### src/rtl/riscv_pkg.sv
// rtl/riscv_pkg.sv - shared RISC-V encodings and data-memory port FSM states
package riscv_pkg;

  localparam logic [2:0] F3_B  = 3'b000;
  localparam logic [2:0] F3_H  = 3'b001;
  localparam logic [2:0] F3_W  = 3'b010;
  localparam logic [2:0] F3_BU = 3'b100;
  localparam logic [2:0] F3_HU = 3'b101;

  localparam logic [6:0] OPC_LOAD   = 7'b0000011;
  localparam logic [6:0] OPC_STORE  = 7'b0100011;
  localparam logic [6:0] OPC_OP     = 7'b0110011;
  localparam logic [6:0] OPC_OP_IMM = 7'b0010011;
  localparam logic [6:0] OPC_BRANCH = 7'b1100011;
  localparam logic [6:0] OPC_JAL    = 7'b1101111;
  localparam logic [6:0] OPC_JALR   = 7'b1100111;
  localparam logic [6:0] OPC_LUI    = 7'b0110111;
  localparam logic [6:0] OPC_AUIPC  = 7'b0010111;

  typedef enum logic [1:0] {
    ST_IDLE   = 2'd0,
    ST_ACCESS = 2'd1,
    ST_DONE   = 2'd2
  } mem_state_t;

  function automatic logic f3_legal(input logic [2:0] f3);
    return (f3 == F3_B) || (f3 == F3_H) || (f3 == F3_W) ||
           (f3 == F3_BU) || (f3 == F3_HU);
  endfunction

endpackage

### src/rtl/riscv_data_mem_port_if.sv
// rtl/riscv_data_mem_port_if.sv - word-wide data memory request/response bus
interface riscv_data_mem_port_if #(
  parameter int ADDR_W = 32
);
  logic              mem_req;
  logic              mem_we;
  logic [ADDR_W-1:0] mem_addr;
  logic [3:0]        mem_be;
  logic [31:0]       mem_wdata;
  logic              mem_ready;
  logic [31:0]       mem_rdata;

  modport master (
    output mem_req, mem_we, mem_addr, mem_be, mem_wdata,
    input  mem_ready, mem_rdata
  );

  modport slave (
    input  mem_req, mem_we, mem_addr, mem_be, mem_wdata,
    output mem_ready, mem_rdata
  );
endinterface

### src/rtl/riscv_load_extend.sv
// rtl/riscv_load_extend.sv - load lane select and sign/zero extension
module riscv_load_extend
  import riscv_pkg::*;
(
  input  logic [2:0]  i_funct3,
  input  logic [1:0]  i_addr_lo,
  input  logic [31:0] i_word,
  output logic [31:0] o_data
);

  logic [7:0]  w_byte;
  logic [15:0] w_half;

  always_comb begin
    w_byte = i_word[7:0];
    case (i_addr_lo)
      2'd1:    w_byte = i_word[15:8];
      2'd2:    w_byte = i_word[23:16];
      2'd3:    w_byte = i_word[31:24];
      default: w_byte = i_word[7:0];
    endcase
    w_half = i_addr_lo[1] ? i_word[31:16] : i_word[15:0];
  end

  always_comb begin
    o_data = 32'h0;
    case (i_funct3)
      F3_B:    o_data = {{24{w_byte[7]}}, w_byte};
      F3_H:    o_data = {{16{w_half[15]}}, w_half};
      F3_W:    o_data = i_word;
      F3_BU:   o_data = {24'h0, w_byte};
      F3_HU:   o_data = {16'h0, w_half};
      default: o_data = 32'h0;
    endcase
  end

endmodule

### src/rtl/riscv_data_mem_port.sv
// rtl/riscv_data_mem_port.sv - stalling load/store port to word-wide data memory
// RISCV_MISALIGN_TRAP_EN: reject misaligned half/word accesses instead of aligning them.
module riscv_data_mem_port
  import riscv_pkg::*;
#(
  parameter int ADDR_W = 32
) (
  input  logic                 clk,
  input  logic                 rst,
  input  logic                 MemRead,
  input  logic                 MemWrite,
  input  logic [2:0]           funct3,
  input  logic [ADDR_W-1:0]    addr,
  input  logic [31:0]          wdata,
  output logic                 stall,
  output logic [31:0]          rdata,
  output logic                 access_err,
  riscv_data_mem_port_if.master mem
);

  mem_state_t        r_state;
  mem_state_t        w_state_nxt;
  logic              r_we;
  logic [2:0]        r_f3;
  logic [1:0]        r_lo;
  logic              r_err;
  logic [ADDR_W-1:0] r_addr;
  logic [3:0]        r_be;
  logic [31:0]       r_wdata;
  logic [31:0]       r_rdata;

  logic              w_start;
  logic              w_legal;
  logic              w_reject;
  logic [1:0]        w_lo;
  logic [3:0]        w_be;
  logic [31:0]       w_wdata;
  logic [31:0]       w_ext;

  assign w_start = MemRead | MemWrite;
  assign w_legal = f3_legal(funct3);

`ifdef RISCV_MISALIGN_TRAP_EN
  logic w_misalign;
  assign w_misalign = ((funct3[1:0] == 2'b01) && addr[0]) ||
                      ((funct3[1:0] == 2'b10) && (addr[1:0] != 2'b00));
  assign w_reject   = ~w_legal | w_misalign;
`else
  assign w_reject   = ~w_legal;
`endif

  // Lane offset is pre-aligned so a misaligned access degrades to its natural slot.
  always_comb begin
    w_lo    = addr[1:0];
    w_be    = 4'b0000;
    w_wdata = wdata;
    case (funct3[1:0])
      2'b00: begin
        w_be    = 4'b0001 << addr[1:0];
        w_wdata = {4{wdata[7:0]}};
      end
      2'b01: begin
        w_lo    = {addr[1], 1'b0};
        w_be    = 4'b0011 << {addr[1], 1'b0};
        w_wdata = {2{wdata[15:0]}};
      end
      2'b10: begin
        w_lo = 2'b00;
        w_be = 4'b1111;
      end
      default: w_be = 4'b0000;
    endcase
    if (!w_legal) begin
      w_be = 4'b0000;
    end
  end

  riscv_load_extend u_load_extend (
    .i_funct3  (r_f3),
    .i_addr_lo (r_lo),
    .i_word    (mem.mem_rdata),
    .o_data    (w_ext)
  );

  always_comb begin
    w_state_nxt = r_state;
    stall       = 1'b0;
    case (r_state)
      ST_IDLE: begin
        if (w_start) begin
          stall       = 1'b1;
          w_state_nxt = w_reject ? ST_DONE : ST_ACCESS;
        end
      end
      ST_ACCESS: begin
        stall = 1'b1;
        if (mem.mem_ready) begin
          w_state_nxt = ST_DONE;
        end
      end
      ST_DONE:  w_state_nxt = ST_IDLE;
      default:  w_state_nxt = ST_IDLE;
    endcase
  end

  always_ff @(posedge clk) begin
    if (rst) begin
      r_state <= ST_IDLE;
      r_we    <= 1'b0;
      r_f3    <= 3'b000;
      r_lo    <= 2'b00;
      r_err   <= 1'b0;
      r_addr  <= '0;
      r_be    <= 4'b0000;
      r_wdata <= 32'h0;
      r_rdata <= 32'h0;
    end else begin
      r_state <= w_state_nxt;
      if ((r_state == ST_IDLE) && w_start) begin
        r_we    <= MemWrite;
        r_f3    <= funct3;
        r_lo    <= w_lo;
        r_err   <= (MemRead & MemWrite) | w_reject;
        r_addr  <= {addr[ADDR_W-1:2], 2'b00};
        r_be    <= w_be;
        r_wdata <= w_wdata;
        if (w_reject) begin
          r_rdata <= 32'h0;
        end
      end
      if ((r_state == ST_ACCESS) && mem.mem_ready && !r_we) begin
        r_rdata <= w_ext;
      end
    end
  end

  assign mem.mem_req   = (r_state == ST_ACCESS);
  assign mem.mem_we    = r_we;
  assign mem.mem_addr  = r_addr;
  assign mem.mem_be    = r_be;
  assign mem.mem_wdata = r_wdata;
  assign rdata         = r_rdata;
  assign access_err    = (r_state == ST_DONE) && r_err;

endmodule

### src/flat_wrapper.sv
// flat-port wrapper written by rule: the top's interface ports become plain ports
module riscv_data_mem_port_flat import riscv_pkg::*;
#(
  parameter int ADDR_W = 32
)
  (clk, rst, MemRead, MemWrite, funct3, addr, wdata, stall, rdata, access_err, mem_mem_req, mem_mem_we, mem_mem_addr, mem_mem_be, mem_mem_wdata, mem_mem_ready, mem_mem_rdata);
  riscv_data_mem_port_if #(.ADDR_W(ADDR_W)) mem_i ();
  input  logic clk;
  input  logic rst;
  input  logic MemRead;
  input  logic MemWrite;
  input  logic [2:0] funct3;
  input  logic [ADDR_W-1:0] addr;
  input  logic [31:0] wdata;
  output logic stall;
  output logic [31:0] rdata;
  output logic access_err;
  output wire logic [$bits(mem_i.mem_req)-1:0] mem_mem_req;
  output wire logic [$bits(mem_i.mem_we)-1:0] mem_mem_we;
  output wire logic [$bits(mem_i.mem_addr)-1:0] mem_mem_addr;
  output wire logic [$bits(mem_i.mem_be)-1:0] mem_mem_be;
  output wire logic [$bits(mem_i.mem_wdata)-1:0] mem_mem_wdata;
  input wire logic [$bits(mem_i.mem_ready)-1:0] mem_mem_ready;
  input wire logic [$bits(mem_i.mem_rdata)-1:0] mem_mem_rdata;
  assign mem_mem_req = mem_i.mem_req;
  assign mem_mem_we = mem_i.mem_we;
  assign mem_mem_addr = mem_i.mem_addr;
  assign mem_mem_be = mem_i.mem_be;
  assign mem_mem_wdata = mem_i.mem_wdata;
  assign mem_i.mem_ready = mem_mem_ready;
  assign mem_i.mem_rdata = mem_mem_rdata;
  riscv_data_mem_port #(.ADDR_W(ADDR_W)) u_core (.clk(clk), .rst(rst), .MemRead(MemRead), .MemWrite(MemWrite), .funct3(funct3), .addr(addr), .wdata(wdata), .stall(stall), .rdata(rdata), .access_err(access_err), .mem(mem_i));
endmodule
### config.mk
export PLATFORM = sky130hd
export DESIGN_NAME = riscv_data_mem_port_flat
export DESIGN_NICKNAME = d
export VERILOG_FILES = /design/src/rtl/riscv_pkg.sv /design/src/rtl/riscv_data_mem_port_if.sv /design/src/rtl/riscv_load_extend.sv /design/src/rtl/riscv_data_mem_port.sv /design/src/flat_wrapper.sv
export SDC_FILE = /design/constraint.sdc
export NUM_CORES = 1
export LEC_CHECK = 0
export BUFFER_PORTS_ARGS = -buffer_cell sky130_fd_sc_hd__buf_4
export CORE_MARGIN = 2
export CORE_UTILIZATION = 44
export CTS_BUF_LIST = sky130_fd_sc_hd__clkbuf_16
export DETAILED_ROUTE_END_ITERATION = 6
export GPL_TIMING_DRIVEN = 1
export HOLD_SLACK_MARGIN = 0.02
export PLACE_DENSITY_LB_ADDON = 0.3
export SYNTH_ARGS = -nofsm -noshare
export SYNTH_HDL_FRONTEND = slang
export SYNTH_HIERARCHICAL = 1
export SYNTH_SLANG_ARGS = --single-unit
export TNS_END_PERCENT = 20
### constraint.sdc
create_clock -name clk -period 1.6 [get_ports clk]
set_input_delay 0.16 -clock clk [delete_from_list [all_inputs] [get_ports clk]]
set_output_delay 0.16 -clock clk [all_outputs]
set_load 0.01 [all_outputs]
# Word level (Yosys, flattened, before mapping)
# Cells that the tools add are included.
[totals] reg_bits=107 in_bits=104 output_inout_bits=104 wordCells=65
[op_classes] eq_ne=18 shift=2 mux=16 bitwise_logic=4 n_reduce_logical=16
[ops] cell="$pmux W32 S5" count=1
[ops] cell="$mux W32" count=3
[ops] cell="$pmux W32 S2" count=1
[ops] cell="$pmux W8 S3" count=1
[ops] cell="$mux W16" count=1
[ops] cell="$eq A3 B3 Y1 const B" count=4
[ops] cell="$pmux W4 S3" count=1
[ops] cell="$eq A2 B2 Y1 const B" count=4
[ops] cell="$pmux W2 S2" count=2
[ops] cell="$eq A2 B1 Y1 const B" count=3
[ops] cell="$eq A3 B1 Y1 const B" count=2
[ops] cell="$eq A3 B2 Y1 const B" count=2
[ops] cell="$logic_not A3 Y1" count=2
[ops] cell="$mux W2" count=3
[ops] cell="$logic_and A1 B1 Y1" count=4
[ops] cell="$logic_not A2 Y1" count=2
[ops] cell="$logic_or A1 B1 Y1" count=4
[ops] cell="$mux W4" count=1
[ops] cell="$ne A2 B1 Y1 const B" count=2
[ops] cell="$reduce_and A2 Y1" count=2
[ops] cell="$shl A1 B2 Y4 const A" count=1
[ops] cell="$shl A2 B2 Y4 const A" count=1
[ops] cell="$ne A2 B2 Y1 const B" count=1
[ops] cell="$or A1 B1 Y1" count=2
[ops] cell="other kinds (6)" count=6

# Depth between registers and ports, before layout
# Gate-level depths: netlist of run 1.
[logic_depth] ltp_word=8 depth_mapped=8 ltp_nobuf=6

# Cells and area by module
# The synthesis of run 1 kept the hierarchy.
[by_module_without_submodules] module="riscv_data_mem_port" instances=1 cells_each=522 area_each_um2=4199.0
[by_module_without_submodules] module="riscv_load_extend" instances=1 cells_each=123 area_each_um2=935.9

# Worst setup path before layout of run 1
# No wires, ideal clock.
[synth_timing] path_type="input-to-reg" from="input funct3[0]" to="register u_core.r_rdata[29] (netlist: u_core/rdata[29])" setup_ns=0.132 arrival_ns=1.338 slack_ns=0.130 stages=8 path_buffers=2 cell_sequence="inv_1 ha_1 clkbuf_1 nor2_2 nand4b_1 buf_2 nand3_1 a21oi_1"
[synth_via] elab_chain_cells=7
[synth_lines] item="start, declared" line_no="flat_wrapper.sv:12" rtl="input logic [2:0] funct3;"
[synth_lines] item="$eq A3 B1 Y1 / $logic_not A3 Y1 (equally long branches)" line_no="riscv_pkg.sv:27" rtl="return (f3 == F3_B) || (f3 == F3_H) || (f3 == F3_W) ||"
[synth_lines] item="$logic_or A1 B1 Y1 (3 in a row)" line_no="riscv_pkg.sv:27"
[synth_lines] item="$logic_or A1 B1 Y1 *" line_no="riscv_pkg.sv:28" rtl="(f3 == F3_BU) || (f3 == F3_HU);"
[synth_lines] item="$ne A2 B2 Y1 (no line) *"
[synth_lines] item="$reduce_and A2 Y1 (no line) *"
[synth_lines] item="end signal, assigned" line_no="riscv_data_mem_port.sv:132" rtl="r_rdata <= w_ext;"
[synth_lines] item="end, declared" line_no="riscv_data_mem_port.sv:30" rtl="logic [31:0] r_rdata;"
# Mark *: on every way between the ends. The rest lies on a longest branch, timed or not.
# A chain may end at the register's enable or synchronous reset.

# Worst setup path after layout of run 1
[layout_timing] from="register u_core.r_lo[0]" to="register u_core.r_rdata[28] (netlist: u_core/rdata[28])"
[layout_via] elab_chain_cells=4
[layout_lines] item="start, declared" line_no="riscv_data_mem_port.sv:25" rtl="logic [1:0] r_lo;"
[layout_lines] item="start signal, assigned" line_no="riscv_data_mem_port.sv:122" rtl="r_lo <= w_lo;"
[layout_lines] item="$eq A2 B2 Y1 / $eq A2 B1 Y1 (equally long branches)" line_no="riscv_load_extend.sv:16" rtl="case (i_addr_lo)"
[layout_lines] item="$pmux W8 S3 *" line_no="riscv_load_extend.sv:16"
[layout_lines] item="$pmux W32 S5 *" line_no="riscv_load_extend.sv:27" rtl="case (i_funct3)"
[layout_lines] item="named net u_core.w_ext[28]" line_no="riscv_data_mem_port.sv:38" rtl="logic [31:0] w_ext;"
[layout_lines] item="$mux W32 *" line_no="riscv_data_mem_port.sv:131" rtl="if ((r_state == ST_ACCESS) && mem.mem_ready && !r_we) begin"
# Mark *: on every way through the listed nets, which the timed path passes. The rest lies on a longest branch.

==> results of run 1 <==
## layout by cell type, fill, tap and decap left out, types with 5 or more instances in the layout
cell type and instances:
buf_4 222, nand2_1 141, a21oi_1 110, dfxtp_1 105, nand3_1 35, nor2_1 34, a22oi_1 26, a311oi_1 25
a211oi_1 16, nand2b_1 10, clkbuf_16 9, o21ai_0 9, buf_12 9, mux2_2 9, o22ai_1 7, mux2i_1 7
a221oi_1 6, inv_1 5
## per-stage QoR
stage / utilization (%) / total power (µW) / instances
final: 62.5 / 7110 / 975
after global routing: 62.5 / 7490 / 975
after CTS: 62.4 / 7160 / 975
after detailed placement: 59.9 / 5030 / 959
after global placement: 59.9 / 4970 / 959
after floorplan: - / 4180 / 646
## timing repair
| action | 4_1_cts | 5_1_grt |
|---|---|---|
| resized for setup | 0 | 5 |
| endpoints found under the setup margin | 0 | 16 |
| hold buffers | 0 | 0 |
## path summary, 6_finish.rpt
check                          start                 endpoint  slack, ps  cells past startpoint
max                   u_core/r_lo[0]         u_core/rdata[28]         90                      6
min                         addr[25]  u_core/mem.mem_addr[25]         50                      3
min reg2reg  u_core/mem.mem_addr[31]  u_core/mem.mem_addr[31]        460                      2
max reg2reg           u_core/r_lo[0]         u_core/rdata[28]         90                      6
## logic make-up (layout without fill, tap and decap cells)
logic type,Yosys count,count (layout)
fa+ha+maj,4,4
flops,107,107
other cells,1,2
compound gates,214,214
simple gates,233,233
buf+inv,67,253
xor+xnor,1,1
mux,18,18
## critical path, cell delays in order, from the launching register on
cell,delay [ps]
dfxtp_1,400
mux2_2,380
a22oi_4,200
buf_12,190
a211oi_1,90
nand2_1,80
a21oi_1,60
## where the power goes
| group | switching [µW] | internal, µW | leakage (µW) |
|---|---|---|---|
| combinational | 1040 | 917 | 0.00200 |
| clock | 1050 | 1080 | 0.000133 |
| sequential | 139 | 2880 | 0.000879 |
| total | 2230 | 4880 | 0.00302 |
## layout make-up
| type | count | share of cell area, % |
|---|---|---|
| Clock buffer | 9 | 3.16 |
| Inverter | 6 | 0.316 |
| Tap cell | 143 | 2.51 |
| Timing Repair Buffer | 231 | 25.9 |
| Sequential cell | 107 | 30.0 |
| Multi-Input combinational cell | 472 | 37.3 |
| Clock inverter | 7 | 0.824 |
## state kept, by name, indices dropped and copies added, names as in the netlist
signal	count
u_core/mem.mem_addr	30
u_core/mem.mem_be	4
u_core/mem.mem_wdata	32
u_core/mem.mem_we	1
u_core/r_err	1
u_core/r_f3	3
u_core/r_lo	2
u_core/r_state	2
u_core/rdata	32
## per-layer routing
metal  share of wire [%]  GRT usage (%)  vias to the layer above
met5                   0              0                        -
met4                 3.9           12.0                        0
met3                 7.7           5.67                       46
met2                  47           39.7                      254
met1                  41           30.1                     2520
li1                    -              -                     2652
==> impl_metrics.toml, run 1 <==
[logic_synthesis]
synthDistinctLibCells = 48
synth_edf_count = 0
yosys_register_bits = 107
syn_area_um2 = 5130
synth-compound-area-share_pct = 26.6
synth_top_family_by_area = "compound AO/OA/AOI/OAI gates"
ys_warn_count = 6
async_reset_ff_share_pct = 0
synth-main-ff-cell = "dfxtp_1"
synth.most_common_cell = "nand2_1"
synth_area_leaders = "dfxtp_1, a21oi_1, nand2_1"
synth_fa_ha_area_share_pct = 0.975
synthSimpleGateAreaFrac_pct = 19.6
synth_mux_area_share_pct = 3.92
synthCells = 645
synth_xor_area_share_pct = 0.171
ys_seq_area_share_pct = 41.7
postSynthAreaPerCell_um2 = 7.96
yosys-top-cells-count = "nand2_1, a21oi_1, dfxtp_1"
synth_largest_area_cell = "dfxtp_1"
yosysTopAreaCellShare_pct = 41.7

[run_status]
status = "complete, but fails checks"
violations = "DRC"

[power]
p_per_area_nw_per_um2 = 996
ir_drop_v = 0.000723
cellLeakagePower_uw = 0.00302

[timing]
holdWs_ps = 52.9
max_freq_mhz = 661
fin_crit_sh_pct = 94.5
slew_violations = 0
finalSetupViolCount = 0
setup_ws_ps = 88.2
finalHoldViolations = 0
skew_ps = 5.54
setup_tns_ps = 0
period_needed_ps = 1510
rsz0062_at_grt = "yes"
tightest_slew_ps = 519
timing.slew.headroom_pct = 65.4

[place]
pre_cts_slack_ps = 65.0
dpl_cell_area_um2 = 6840
hpwl_um = 11700
io_buffers = 205
gp_congestion = 0.936

[grt]
grt_pass1_wl_um = 24900
grt_max_degree = 81
grt-ovfl-total = 0
grt_pass1_vias = 5145
grt.total_usage_pct = 24.2
antenna_found_initial = 0

[route]
drtIter0Drc = 413
ant_nets = 0
first_pass_iters = 7
drc = 5
detail_route.vias_per_cell = 5.61
wl_um = 15700
wire_per_inst_um = 16.1
vias = 5472

[worst_hold_path]
hold_path.class = "in2reg"

[critical_path]
cp.arrival_ps = 1750
crit_path_end_kind = "flop"
path_class = "reg2reg"
required_ps = 1840
critPathMaxFanout = 24
crit_path_start_kind = "flop"

[cts]
clockBufferDepth = 2
path_clk_slew_ps = 70
cts_buffers = 9
htree_levels = 3
postCtsSetupRepairBufs = 0
cts_tree = "built"
root_buffer = "clkbuf_16"
cts_sinks = 107
clkLatencyLatePin_ps = 350

[cells_and_area]
area_growth_syn_to_layout_pct = 39.0
fin_area_um2 = 7140
num-nets-final = 935
multiInputGateArea_um2 = 2660
drive_above_1_share_pct = 33.1
ff_latch_area_um2 = 2140
diodes = 0
n_fill_cell = 995

[die]
start_util_pct = 45.0
core_um2 = 11400
die_area_um2 = 12600
die_w_um = 112
fp.dieH_um = 112
num_rows = 39
io_pins = 208

[job]
maxCapViolations = 0
Power figures use the tool's default switching activity.
==> run 2, diff against run 1 <==
--- a/config.mk
+++ b/config.mk
@@ -13,6 +13,7 @@
 export GPL_TIMING_DRIVEN = 1
 export HOLD_SLACK_MARGIN = 0.02
 export PLACE_DENSITY_LB_ADDON = 0.3
+export REMOVE_ABC_BUFFERS = 1
 export SYNTH_ARGS = -nofsm -noshare
 export SYNTH_HDL_FRONTEND = slang
 export SYNTH_HIERARCHICAL = 1
==> impl_metrics.toml, run 2 (synthesis gave the netlist of run 1 again) <==
[timing]
finalHoldViolations = 0
fin_crit_sh_pct = 93.5
skew_ps = 7.70
rsz0062_at_grt = "no"
slew_violations = 0
finalSetupViolCount = 0
max_freq_mhz = 668
period_needed_ps = 1500
timing.slew.headroom_pct = 64.3
holdWs_ps = 43.9
tightest_slew_ps = 534

[cells_and_area]
num-nets-final = 938
fin_area_um2 = 7210
postLayoutCoreUtil_pct = 63.1
area_growth_syn_to_layout_pct = 40.4
final_common_cell = "buf_4"
diodes = 0
drive_above_1_share_pct = 33.8
final_cell_mix = "buf_4, nand2_1, a21oi_1"
fin_cells = 978

[power]
p_per_area_nw_per_um2 = 1020
ir_drop_v = 0.000696
cellLeakagePower_uw = 0.00305

[grt]
grt_pass1_vias = 5028
grt_max_degree = 58
grt.total_usage_pct = 24.0
grt_pass1_wl_um = 24800
antenna_found_initial = 0
grt-ovfl-total = 0

[route]
detail_route.vias_per_cell = 5.60
wl_um = 15500
first_pass_iters = 5
ant_nets = 0
drtIter0Drc = 397
wire_per_inst_um = 15.9
drc = 0
vias = 5481

[cts]
clockBufferDepth = 2
htree_levels = 3
cts-hold-fix-buffers = 0
cts_sinks = 107
root_buffer = "clkbuf_16"
clkLatencyLatePin_ps = 360
cts_buffers = 9
path_clk_slew_ps = 70
cts_tree = "built"

[run_status]
status = "completed"

[job]
maxCapViolations = 0

[critical_path]
crit_path_start_kind = "flop"
critPathMaxFanout = 16
rr_endpoint = "u_core/rdata[25]"
reg2reg_slack_ps = 100
r2r-start = "u_core/r_lo[1]"
crit_path_end_kind = "flop"
critPathMaxStageDelay_ps = 390
crit_buf_inv = 1
slowest_stage = "mux2_4"
cp_cell_sequence = "mux2_4 > a21boi_2 > buf_4 > a211oi_1 > nand2_1 > a21oi_1"
required_ps = 1840
path_class = "reg2reg"
crit_family = "multiplexers"
reg2reg_depth = 6
cp.arrival_ps = 1740

[die]
die_area_um2 = 12600
core_um2 = 11400
fp.dieH_um = 112
start_util_pct = 45.0
io_pins = 208
num_rows = 39
die_w_um = 112

[place]
hpwl_um = 10900
io_buffers = 205
dpl_cell_area_um2 = 6830
dp.cells = 957
gp_congestion = 0.949

[worst_hold_path]
worstHoldStart = "addr[19]"
hold_depth = 3
hold_path.class = "in2reg"
hold_end = "u_core/mem.mem_addr[19]"
==> run 2: worst max path at each step <==
stage / from / cells past startpoint / slack, ps / endpoint
after floorplan: MemWrite / 3 / -1360 / u_core/mem.mem_addr[10]
final: u_core/r_lo[1] / 6 / 100 / u_core/rdata[25]
after global routing: u_core/r_lo[1] / 6 / 10 / u_core/rdata[27]
after CTS: u_core/r_lo[1] / 6 / 40 / u_core/rdata[31]
after global placement: funct3[0] / 8 / 100 / u_core/rdata[3]
after detailed placement: u_core/r_lo[1] / 6 / 50 / u_core/rdata[1]
==> run 2: routing by layer <==
layer / share of wire [%] / vias to the layer above / track usage (%)
met5: 0 / - / 0
met4: 1.7 / 0 / 8.13
met3: 11 / 21 / 8.05
met2: 48 / 281 / 39.3
met1: 40 / 2519 / 29.8
li1: - / 2660 / -
==> run 2: area by class of cell <==
class	count	area [µm²]
Multi-Input combinational cell	472	2670
Fill cell	1009	4210
Sequential cell	107	2150
Tap cell	143	179
Clock inverter	7	82.6
Inverter	6	22.5
Timing Repair Buffer	234	1880
Clock buffer	9	225
==> run 2: tightest hold or removal path, cell delays in order <==
cell and delay, ps:
buf_4 110, nand2_1 40, a21oi_1 50
==> run 2: where the power goes <==
part / switching (µW) / total, µW / internal (µW)
Sequential: 140 / 3030 / 2890
Combinational: 1050 / 1980 / 934
Clock: 1080 / 2320 / 1240
Total: 2270 / 7330 / 5060
==> run 2: repair_timing <==
item	4_1_cts	5_1_grt
gates resized for setup	0	11
buffers inserted	0	5
endpoints found under the setup margin	0	57
==> run 2: stage by stage <==
step | total power (µW) | setup slack, ps | setup TNS, ps
3_3_place_gp | 4980 | 104 | 0
4_1_cts | 7330 | 37.8 | 0
5_1_grt | 7680 | 13.1 | 0
6_report | 7330 | 104 | 0
2_1_floorplan | 4030 | -1360 | -112090
3_5_place_dp | 5020 | 52.7 | 0
==> run 3, diff against run 2 <==
--- a/config.mk
+++ b/config.mk
@@ -7,7 +7,7 @@
 export LEC_CHECK = 0
 export BUFFER_PORTS_ARGS = -buffer_cell sky130_fd_sc_hd__buf_4
 export CORE_MARGIN = 2
-export CORE_UTILIZATION = 44
+export CORE_UTILIZATION = 43
 export CTS_BUF_LIST = sky130_fd_sc_hd__clkbuf_16
 export DETAILED_ROUTE_END_ITERATION = 6
 export GPL_TIMING_DRIVEN = 1
@@ -16,6 +16,5 @@
 export REMOVE_ABC_BUFFERS = 1
 export SYNTH_ARGS = -nofsm -noshare
 export SYNTH_HDL_FRONTEND = slang
-export SYNTH_HIERARCHICAL = 1
 export SYNTH_SLANG_ARGS = --single-unit
 export TNS_END_PERCENT = 20
==> impl_metrics.toml, run 3 <==
[power]
cellLeakagePower_uw = 0.00309
ir_drop_v = 0.000588
power_frac_clock_pct = 31.0
p_seq_share_pct = 42.7
p_comb_share_pct = 26.3
p_switching_uw = 2040
swShare_pct = 28.8
intPower_uw = 5030
p_per_area_nw_per_um2 = 1020
finalPower_uw = 7060

[grt]
grt_pass1_vias = 4382
grt_max_degree = 76
grt.total_usage_pct = 22.6
antenna_found_initial = 0
grt-ovfl-total = 0
grt_pass1_wl_um = 21100

[job]
maxCapViolations = 0

[die]
start_util_pct = 43.6
die_area_um2 = 11700
die_w_um = 108
fp.dieH_um = 108
num_rows = 38
io_pins = 208
core_um2 = 10700

[cells_and_area]
fin_cells = 885
num-nets-final = 849
area_growth_syn_to_layout_pct = 48.2
diodes = 0
drive_above_1_share_pct = 39.2
multiInputGateArea_um2 = 2330
ff_latch_area_um2 = 2140
n_fill_cell = 902
final_common_cell = "buf_4"
final_cell_mix = "buf_4, nand2_1, dfxtp_1"

[timing]
slew_violations = 0
finalHoldViolations = 0
setup_ws_ps = 27.1
skew_ps = 7.49
period_needed_ps = 1570
rsz0062_at_grt = "yes"
fin_crit_sh_pct = 98.3
timing.slew.headroom_pct = 47.4
max_freq_mhz = 636
tightest_slew_ps = 789
finalSetupViolCount = 0

[run_status]
status = "completed"

[route]
wl_um = 14100
first_pass_iters = 4
ant_nets = 0
drc = 0
drtIter0Drc = 165
detail_route.vias_per_cell = 5.38
wire_per_inst_um = 16.0
vias = 4760

[logic_synthesis]
synth_top_family_by_area = "compound AO/OA/AOI/OAI gates"
synthCells = 532
ys_seq_area_share_pct = 45.9
synth_area_leaders = "dfxtp_1, nand2_1, a21oi_1"
synth_mux_area_share_pct = 2.33
yosys-top-cells-count = "nand2_1, dfxtp_1, a21oi_1"
ys_warn_count = 0
synthDistinctLibCells = 56
synth_largest_area_cell = "dfxtp_1"
synth.most_common_cell = "nand2_1"
postSynthAreaPerCell_um2 = 8.77
syn_area_um2 = 4670
synth-main-ff-cell = "dfxtp_1"
synth_edf_count = 0
yosys_register_bits = 107
synth-compound-area-share_pct = 26.4
yosysTopAreaCellShare_pct = 45.9
synth_fa_ha_area_share_pct = 1.07
synthSimpleGateAreaFrac_pct = 18.3
async_reset_ff_share_pct = 0
synth_xor_area_share_pct = 0

[place]
pre_cts_slack_ps = -172
dp.cells = 864
io_buffers = 205
hpwl_um = 9960
gp_congestion = 0.875

[cts]
clkLatencyLatePin_ps = 340
root_buffer = "clkbuf_16"
path_clk_slew_ps = 70
htree_levels = 3
cts_tree = "built"
cts_buffers = 9
cts_sinks = 107
clockBufferDepth = 2

[critical_path]
path_class = "reg2reg"
cp.arrival_ps = 1800
reg2reg_depth = 5
crit_path_end_kind = "flop"
crit_path_start_kind = "flop"
reg2reg_slack_ps = 30
required_ps = 1820
critPathMaxFanout = 32

[worst_hold_path]
hold_depth = 2
hold_path.class = "in2reg"
-- run 3: changes by cell type after synthesis, moves of 8 or more --
cell,delta
a21oi_1,-59
a221o_1,+16
a22o_1,+9
a22oi_1,-17
a311oi_1,-17
buf_2,-8
nand2_1,-25
nand3_1,-32
o21ai_0,+8
-- run 3: final timing paths --
check | start | end
min reg2reg | u_core.mem.mem_be[3] | u_core.mem.mem_be[3]
max | u_core.r_state[1] | u_core.rdata[20]
min | mem_mem_rdata[24] | u_core.rdata[24]
max reg2reg | u_core.r_state[1] | u_core.rdata[20]
-- run 3: metal layers --
layer / vias to the layer above / wire length, µm / global-route usage (%)
met5: - / 0 / 0
met3: 21 / 1480 / 7.96
met2: 211 / 6550 / 38.0
li1: 2304 / - / -
met1: 2224 / 5800 / 27.1
met4: 0 / 292 / 6.96
-- run 3: cell families after synthesis --
kind of cell	count (synthesis)
adder cells (fa/ha/maj)	4
buffers and inverters	51
AO/OA/AOI/OAI	168
other	1
flip-flops	107
multiplexers	9
AND/OR/NAND/NOR	192
-- run 3: power groups by stage --
| stage | sequential, µW | combinational [µW] | clock (µW) |
|---|---|---|---|
| floorplan | 3170 | 674 | 0 |
| global placement | 3060 | 1660 | 0 |
| detailed placement | 3070 | 1700 | 0 |
| CTS | 3010 | 1710 | 2230 |
| global route | 3040 | 2020 | 2350 |
| finish | 3020 | 1860 | 2190 |
-- run 3: stage by stage --
step                area (µm²)  hold slack [ps]  TNS [ps]  util, %
finish                    6910             55.8         0     64.6
global route              6910             45.1      -218     64.6
CTS                       6730             44.0     -9.80     62.9
detailed placement        6420              401     -2480     60.0
global placement          6420              396     -1440     60.0
floorplan                 4410              229    -65820        -
-- run 3: timing repair --
| item | 4_1_cts | 5_1_grt |
|---|---|---|
| pin swaps | 2 | 6 |
| gates cloned | 0 | 3 |
| hold buffers | 0 | 0 |
| endpoints found under the setup margin | 16 | 52 |
| resized for setup | 1 | 19 |
| buffers inserted | 1 | 2 |
-- run 3: final cells by class --
cell class | count | share of cell area, %
Clock buffer | 9 | 3.26
Clock inverter | 6 | 0.959
Inverter | 5 | 0.271
Multi-Input combinational cell | 375 | 33.6
Sequential cell | 107 | 31.0
Tap cell | 140 | 2.53
Timing Repair Buffer | 243 | 28.3
-- run 3: critical path, cell delays in order, from the launching register on --
cell and delay (ps):
dfxtp_1 330, buf_4 160, nor2_4 150, o21ai_4 100, o21a_4 320, a221o_1 390
